`config.mk`:
```
export PLATFORM = sky130hd
export DESIGN_NAME = wb_regfile
export DESIGN_NICKNAME = d
export VERILOG_FILES = /design/src/rtl/wb_regfile.sv
export SDC_FILE = /design/constraint.sdc
export NUM_CORES = 2
export LEC_CHECK = 0
export ABC_AREA = 0
export CORE_MARGIN = 5
export CORE_UTILIZATION = 50
export CTS_BUF_LIST = sky130_fd_sc_hd__clkbuf_16
export DETAILED_ROUTE_END_ITERATION = 10
export GPL_TIMING_DRIVEN = 0
export PLACE_DENSITY = 0.78
export SYNTH_ARGS = -nofsm -noshare
export SYNTH_HDL_FRONTEND = slang
export SYNTH_SLANG_ARGS = --single-unit
```
`constraint.sdc`:
```
create_clock -name CLK -period 3 [get_ports CLK]
set_clock_uncertainty 0.2 [all_clocks]
set_input_delay 0.3 -clock CLK [delete_from_list [all_inputs] [get_ports CLK]]
set_output_delay 0.3 -clock CLK [all_outputs]
set_load 0.1 [all_outputs]
```
`src/rtl/wb_regfile.sv`:
```
// wb_regfile -- write-back stage register file with branch redirect/flush control.
//
// Holds x1..x31 (x0 hard-wired to zero), performs the memory-stage write-back,
// turns a taken branch into a one-cycle redirect pulse followed by a
// FLUSH_CYCLES-long write-squash window, and counts retired writes.
//
// Optional feature: define WB_REGFILE_BYPASS_EN to forward a same-cycle write
// to the read ports (write-before-read). Without it reads see the old value.
//
// Ports
//   CLK, RESET            clock, asynchronous active-low reset
//   rd_i, res_i, wb_en_i  write-back index, data, request
//   take_branch_i         branch taken in memory stage
//   branch_offset_i, PC_i branch offset and PC of the branching instruction
//   stall                 global pipeline stall (freezes all state)
//   rs1_addr, rs2_addr    decode-stage read indices
//   rs1_data, rs2_data    combinational read data
//   redirect_valid        one-cycle (longer if stalled) fetch redirect request
//   redirect_pc           redirect target
//   flushing              high while writes are being squashed
//   instret               count of performed register writes
//
// state    | meaning
// ---------+-------------------------------------------------------------
// IDLE     | normal write-back, taken branch starts a redirect
// REDIRECT | redirect_valid asserted, target in redirect_pc
// FLUSH    | writes squashed, flush counter running down to 1
module wb_regfile #(
    parameter int FLUSH_CYCLES = 2
) (
    input  logic        CLK,
    input  logic        RESET,
    input  logic [4:0]  rd_i,
    input  logic [31:0] res_i,
    input  logic        wb_en_i,
    input  logic        take_branch_i,
    input  logic [31:0] branch_offset_i,
    input  logic [31:0] PC_i,
    input  logic        stall,
    input  logic [4:0]  rs1_addr,
    input  logic [4:0]  rs2_addr,
    output logic [31:0] rs1_data,
    output logic [31:0] rs2_data,
    output logic        redirect_valid,
    output logic [31:0] redirect_pc,
    output logic        flushing,
    output logic [63:0] instret
);

    typedef enum logic [1:0] {
        IDLE     = 2'd0,
        REDIRECT = 2'd1,
        FLUSH    = 2'd2
    } state_t;

    state_t      state, state_nxt;
    logic [2:0]  flush_cnt, flush_cnt_nxt;
    logic        load_target;
    logic        wr_en;
    logic [31:0] regs [1:31];

    // The branching instruction itself still writes back; only FLUSH squashes.
    assign wr_en = wb_en_i && !stall && (rd_i != 5'd0) && (state != FLUSH);

    always_ff @(posedge CLK or negedge RESET) begin
        if (!RESET) begin
            state       <= IDLE;
            flush_cnt   <= 3'd0;
            redirect_pc <= 32'd0;
            instret     <= 64'd0;
            for (int i = 1; i < 32; i++) begin
                regs[i] <= 32'd0;
            end
        end else begin
            state     <= state_nxt;
            flush_cnt <= flush_cnt_nxt;
            if (load_target) begin
                redirect_pc <= PC_i + branch_offset_i;
            end
            if (wr_en) begin
                regs[rd_i] <= res_i;
                instret    <= instret + 64'd1;
            end
        end
    end

    always_comb begin
        state_nxt     = state;
        flush_cnt_nxt = flush_cnt;
        load_target   = 1'b0;
        if (!stall) begin
            case (state)
                IDLE: begin
                    if (take_branch_i) begin
                        state_nxt   = REDIRECT;
                        load_target = 1'b1;
                    end
                end
                REDIRECT: begin
                    state_nxt     = FLUSH;
                    flush_cnt_nxt = 3'(FLUSH_CYCLES);
                end
                FLUSH: begin
                    flush_cnt_nxt = flush_cnt - 3'd1;
                    if (flush_cnt == 3'd1) begin
                        state_nxt = IDLE;
                    end
                end
                default: state_nxt = IDLE;
            endcase
        end
    end

    assign redirect_valid = (state == REDIRECT);
    assign flushing       = (state == FLUSH);

    always_comb begin
        rs1_data = (rs1_addr == 5'd0) ? 32'd0 : regs[rs1_addr];
        rs2_data = (rs2_addr == 5'd0) ? 32'd0 : regs[rs2_addr];
`ifdef WB_REGFILE_BYPASS_EN
        if (wr_en && (rd_i == rs1_addr)) begin
            rs1_data = res_i;
        end
        if (wr_en && (rd_i == rs2_addr)) begin
            rs2_data = res_i;
        end
`else
`endif
    end

endmodule
```
Word-level counts from Yosys, hierarchy flattened:

Index checks and enable logic that the tools add are counted.

* bits in registers: 1093
* output and inout port bits: 162

* $add $sub $neg: 3
* $lt $le $gt $ge: 4
* eq/ne operators: 6
* mux-type cells: 18
* bitwise logic cells: 4
* reduce and logical (&&, ||, !) cells: 12

Operators with widths (number)
* bitwise mux 992 bit: 1
* binary-select mux 32 bit (select 5 bit): 2
* 2-to-1 mux 32 bit: 7
* demux 32 bit (select 5 bit): 1
* adder 64 x 1 -> 64 bit, second input constant: 1
* adder 32 bit: 1
* greater-or-equal comparator 6 bit, second input constant: 3
* NOT 5 -> 6 bit: 3
* zero test 5 bit: 2
* < comparator 6 x 1 -> 1 bit, second input constant: 1
* one-hot mux 2 bit (3 select lines): 1
* one-hot mux 3 bit (2 select lines): 1
* nonzero test 5 bit: 1
* logical AND 1 bit: 4
* 2-to-1 mux 2 bit: 2
* inequality test 2 bit, second input constant: 2
* equality test 3 x 1 -> 1 bit, second input constant: 1
* 2-to-1 mux 1 bit: 3
* AND reduction 3 bit: 1
* subtractor 3 x 1 -> 3 bit, second input constant: 1
* equality test 2 x 1 -> 1 bit, second input constant: 1
* equality test 2 bit, second input constant: 1
* zero test 2 bit: 1
* inequality test 2 x 1 -> 1 bit, second input constant: 1
* 4 further kinds: 4

Logic depth before layout (Yosys ltp):

* word-level depth: 6
* gate-level depth with buffers: 10

Worst setup path before layout:

No wires, ideal clock.

* path type: input -> output
* from: in rs1_addr[1]
* to: out rs1_data[6]
* arrival time: 3.180 ns
* data required time: 2.500 ns
* setup slack: -0.680 ns
* stages on the path: 8
* buffers on the path: 4
* cells stage by stage: clkbuf_1 -> clkbuf_1 -> buf_2 -> buf_2 -> mux4_2 -> mux2_2 -> o21ai_0 -> a21oi_1

* cells in the longest elaborated chain, start to end: 5
* elaborated cells on any way between the ends: 6
* classes of those cells: mux (4); bitwise (1); reduce/logical (1)

RTL lines
* start, declared: line 40 `input logic [4:0] rs1_addr,`
* NOT 5 -> 6 bit (implied by the code): line 118 `rs1_data = (rs1_addr == 5'd0) ? 32'd0 : regs[rs1_addr];`
* binary-select mux 32 bit (select 5 bit): line 118
* 2-to-1 mux 32 bit (implied by the code) (2 in series): line 118
* 2-to-1 mux 32 bit (*): line 118
* end, declared: line 42 `output logic [31:0] rs1_data,`

Every way passes the cells marked *; elsewhere a longest branch is shown, timed or not. The select of a mux whose other input is x is not followed.

Final worst setup path:

* from: in rs2_addr[0]
* to: out rs2_data[0]

* cells in the longest elaborated chain, start to end: 5
* elaborated cells on any way between the ends: 6
* classes of those cells: mux (4); bitwise (1); reduce/logical (1)

RTL lines
* start, declared: line 41 `input logic [4:0] rs2_addr,`
* NOT 5 -> 6 bit (implied by the code): line 119 `rs2_data = (rs2_addr == 5'd0) ? 32'd0 : regs[rs2_addr];`
* binary-select mux 32 bit (select 5 bit): line 119
* 2-to-1 mux 32 bit (implied by the code) (2 in series): line 119
* 2-to-1 mux 32 bit (*): line 119
* end, declared: line 43 `output logic [31:0] rs2_data,`

Marked as above.

==> reports/results.tsv <==
metric	value	unit
yosys_register_bits	1093	
setup_viol	64	
yosysUniqueCellTypes	58	
fin_area	69750	um^2
place_worst_setup_slack	-2.499	ns
rows	125	
seq_power_share	40.5	%
clock_latency	0.73	ns
htreeDepth	3	
ios	278	
cts_made_buffers	116	
worst_pin_slew	1.436	ns
synth_edf_count	0	
route.detailed.wl_per_inst	32.89	um
finalNetCount	4398	
rsz0062_at_grt	true	
fin_crit	3.232	ns
fmax	0.3094	GHz
ys_warn_count	0	
remaining_drc_errors	0	
start_kind	primary input	
cp.required	2.50	ns
max_slew_margin	4.269	%
grt_pass1_wl	282900	um
r2r_start	state[0]	
regToRegSetupSlack	0.01	ns
root_buffer	clkbuf_16	
placed_cell_area	63400	um^2
p_total	47.76	mW
syn-cell-area	58560	um^2
timing.hold.ws	-0.2831	ns
place.gp.congestion	0.9136	
finalCritPeriodShare	107.7	%
cts_tree	done	
critical_path_class	in2out	
synth_fp_nets	3945	
netlist_instances	3790	
cap_violations	0	
wl	192800	um
grt_antenna_before_repair	8	
fp.dieW	352.2	um
start_util	50.39	%
syn_to_final_growth	19.11	%
grt_max_degree	174	
syn_area_per_cell	15.45	um^2
cts.sink_count	1093	
leakage	31.36	nW
drt_pass1_iterations	8	
finalHoldViolCount	170	
coreArea	116200	um^2
p_comb_share	29.8	%
globalRouteOverflowTotal	0	
p_int	31.83	mW
synth_flop_cell	dfrtp_1	
layout.cells.non_filler	5861	
dp_hpwl	133600	um
die_height	352.2	um
grt_pass1_vias	41259	
rr_worst_depth	8	
layout_setup_ws	-0.2316	ns
via_count	39832	
violations	negative hold slack, negative setup slack	
fillers	8530	
r2r-end	regs[267]	
status	finished with violations	
drtIter0Drc	4552	
worstPathArrival	2.73	ns
drv_slew	0	
worstPathMaxFanout	10	
ys_seq_area_share	46.71	%
power_density	684.7	nW/um^2
cts.path.max_buffers	3	
detail_route.vias_per_cell	6.796	
switching_power	15.92	mW
ant_nets	0	
hold_buffers	7	
gr-usage-all-layers	30.67	%
postSynth.asyncResetShare	100.0	%
worst_ir_drop_vdd	1011	uV
hold_path.class	in2async	
clk_pin_slew	0.06	ns
die-area	124100	um^2
swShare	33.34	%
clkPwrFrac	29.7	%
critPathCaptureType	output port	
port_buffers	265	
dp_cells	5587	
drive_above_1_share	52.92	%
-- critical path: stages --
cell	delay, ns
clkbuf_2	0.22
clkbuf_8	0.29
buf_6	0.24
mux4_2	0.55
mux4_2	0.57
mux2_4	0.35
buf_12	0.18
-- worst max-delay path by stage --
stage / startpoint / end / slack, ns / depth (start not counted)
after CTS: state[0] / regs[688] / -0.23 / 9
after detailed placement: rs1_addr[1] / rs1_data[6] / -2.50 / 9
after global routing: regs[137] / rs2_data[9] / -0.25 / 4
final: rs2_addr[0] / rs2_data[0] / -0.23 / 7
after floorplan: rs2_addr[1] / rs2_data[12] / -0.05 / 7
after global placement: RESET / instret[22] / -52.67 / 1
-- state kept, by name, indices dropped and copies added (netlist names) --
name	flops
flush_cnt	3
instret	64
redirect_pc	32
regs	992
state	2
-- synth_stat cells, drive strengths merged (10+ instances only) --
master	n	share of area (%)
dfrtp	1093	47
clkbuf	228	1.5
nand3	39	0.34
nor3	20	0.20
a21oi	40	0.34
mux4	574	22
xor2	30	0.45
a22o	65	0.97
inv	12	0.077
xnor2	57	0.85
a21o	14	0.18
nand4	24	0.31
nand2	117	0.75
mux2	1122	22
buf	137	1.0
ha	38	0.81
nor2	47	0.31
o21ai	48	0.41
and3	10	0.12
-- layout make-up --
cell class / count / area [um^2] / share of cell area [%]
multi-input combinational: 2320 / 30230 / 43.34
timing repair buffer: 335 / 4126 / 5.916
sequential: 1093 / 27370 / 39.24
clock inverter: 92 / 753.2 / 1.080
tap: 1524 / 1907 / 2.734
buffer: 365 / 2406 / 3.450
clock buffer: 116 / 2903 / 4.162
inverter: 12 / 45.04 / 0.06458
antenna: 4 / 10.01 / 0.01435
-- layout by cell type (no fill, tap or decap), drive strengths merged, types with 3 or more instances in the layout --
cell type | Yosys | final
mux2 | 1122 | 1122
dfrtp | 1093 | 1093
mux4 | 574 | 574
clkbuf | 228 | 362
buf | 137 | 246
clkdlybuf4s50 | 0 | 198
nand2 | 117 | 117
a22o | 65 | 65
xnor2 | 57 | 57
clkinv | 0 | 53
o21ai | 48 | 48
nor2 | 47 | 47
a21oi | 40 | 40
nand3 | 39 | 39
ha | 38 | 38
inv | 12 | 37
xor2 | 30 | 30
nand4 | 24 | 24
nor3 | 20 | 20
a21o | 14 | 14
bufinv | 0 | 10
and3 | 10 | 10
nand2b | 8 | 8
o31ai | 7 | 7
nor2b | 6 | 6
and4 | 6 | 6
nor4 | 6 | 6
o21bai | 5 | 5
diode | 0 | 4
clkdlybuf4s15 | 0 | 4
o21a | 4 | 4
a31oi | 4 | 4
clkinvlp | 0 | 4
and2 | 3 | 3
dlygate4sd3 | 0 | 3
-- routing by layer --
layer	global-route usage, %	vias to the layer above	part of all wire (%)
li1	-	15547	-
met1	39.61	21198	37
met2	46.18	2484	45
met3	11.21	597	12
met4	14.96	6	5.8
met5	0.6154	-	0.024
-- power groups by stage --
stage	Combinational, mW	Clock, mW	Sequential, mW
floorplan	7.97	0	20.5
global placement	12.6	0	19.4
detailed placement	13.0	0	19.4
CTS	14.0	14.3	19.2
global route	14.8	14.9	19.6
finish	14.2	14.2	19.3
-- stage by stage --
stage / hold slack (ns) / utilization, % / TNS, ns
5_1_grt: -0.1847 / 60.02 / -12.51
3_3_place_gp: 0.2652 / 54.36 / -
6_report: -0.2831 / 60.02 / -10.03
4_1_cts: -0.2487 / 59.59 / -57.99
2_1_floorplan: -0.1956 / - / -1.652
3_5_place_dp: 0.03879 / 54.56 / -709.64
-- kinds of logic (layout without fill, tap and decap cells) --
group	after synthesis	count (layout)	share of synthesized area, %
AOI/OAI and AO/OA	201	201	2.380
xor gates and xnor gates	87	87	1.301
adders and majority gates	39	39	0.8461
buffers and inverters	377	920	2.547
DFF	1093	1093	46.71
muxes	1698	1698	43.68
other	0	4	0
and+or+nand+nor	295	295	2.536
-- timing repair --
item	4_1_cts	5_1_grt
endpoints found under the setup margin	1018	1038
cloned	0	0
buffers inserted	29	26
gates resized for setup	1009	225
endpoints found under the hold margin	254	170
pin swaps	2	11
No activity file was read; power rests on OpenSTA's default activity.
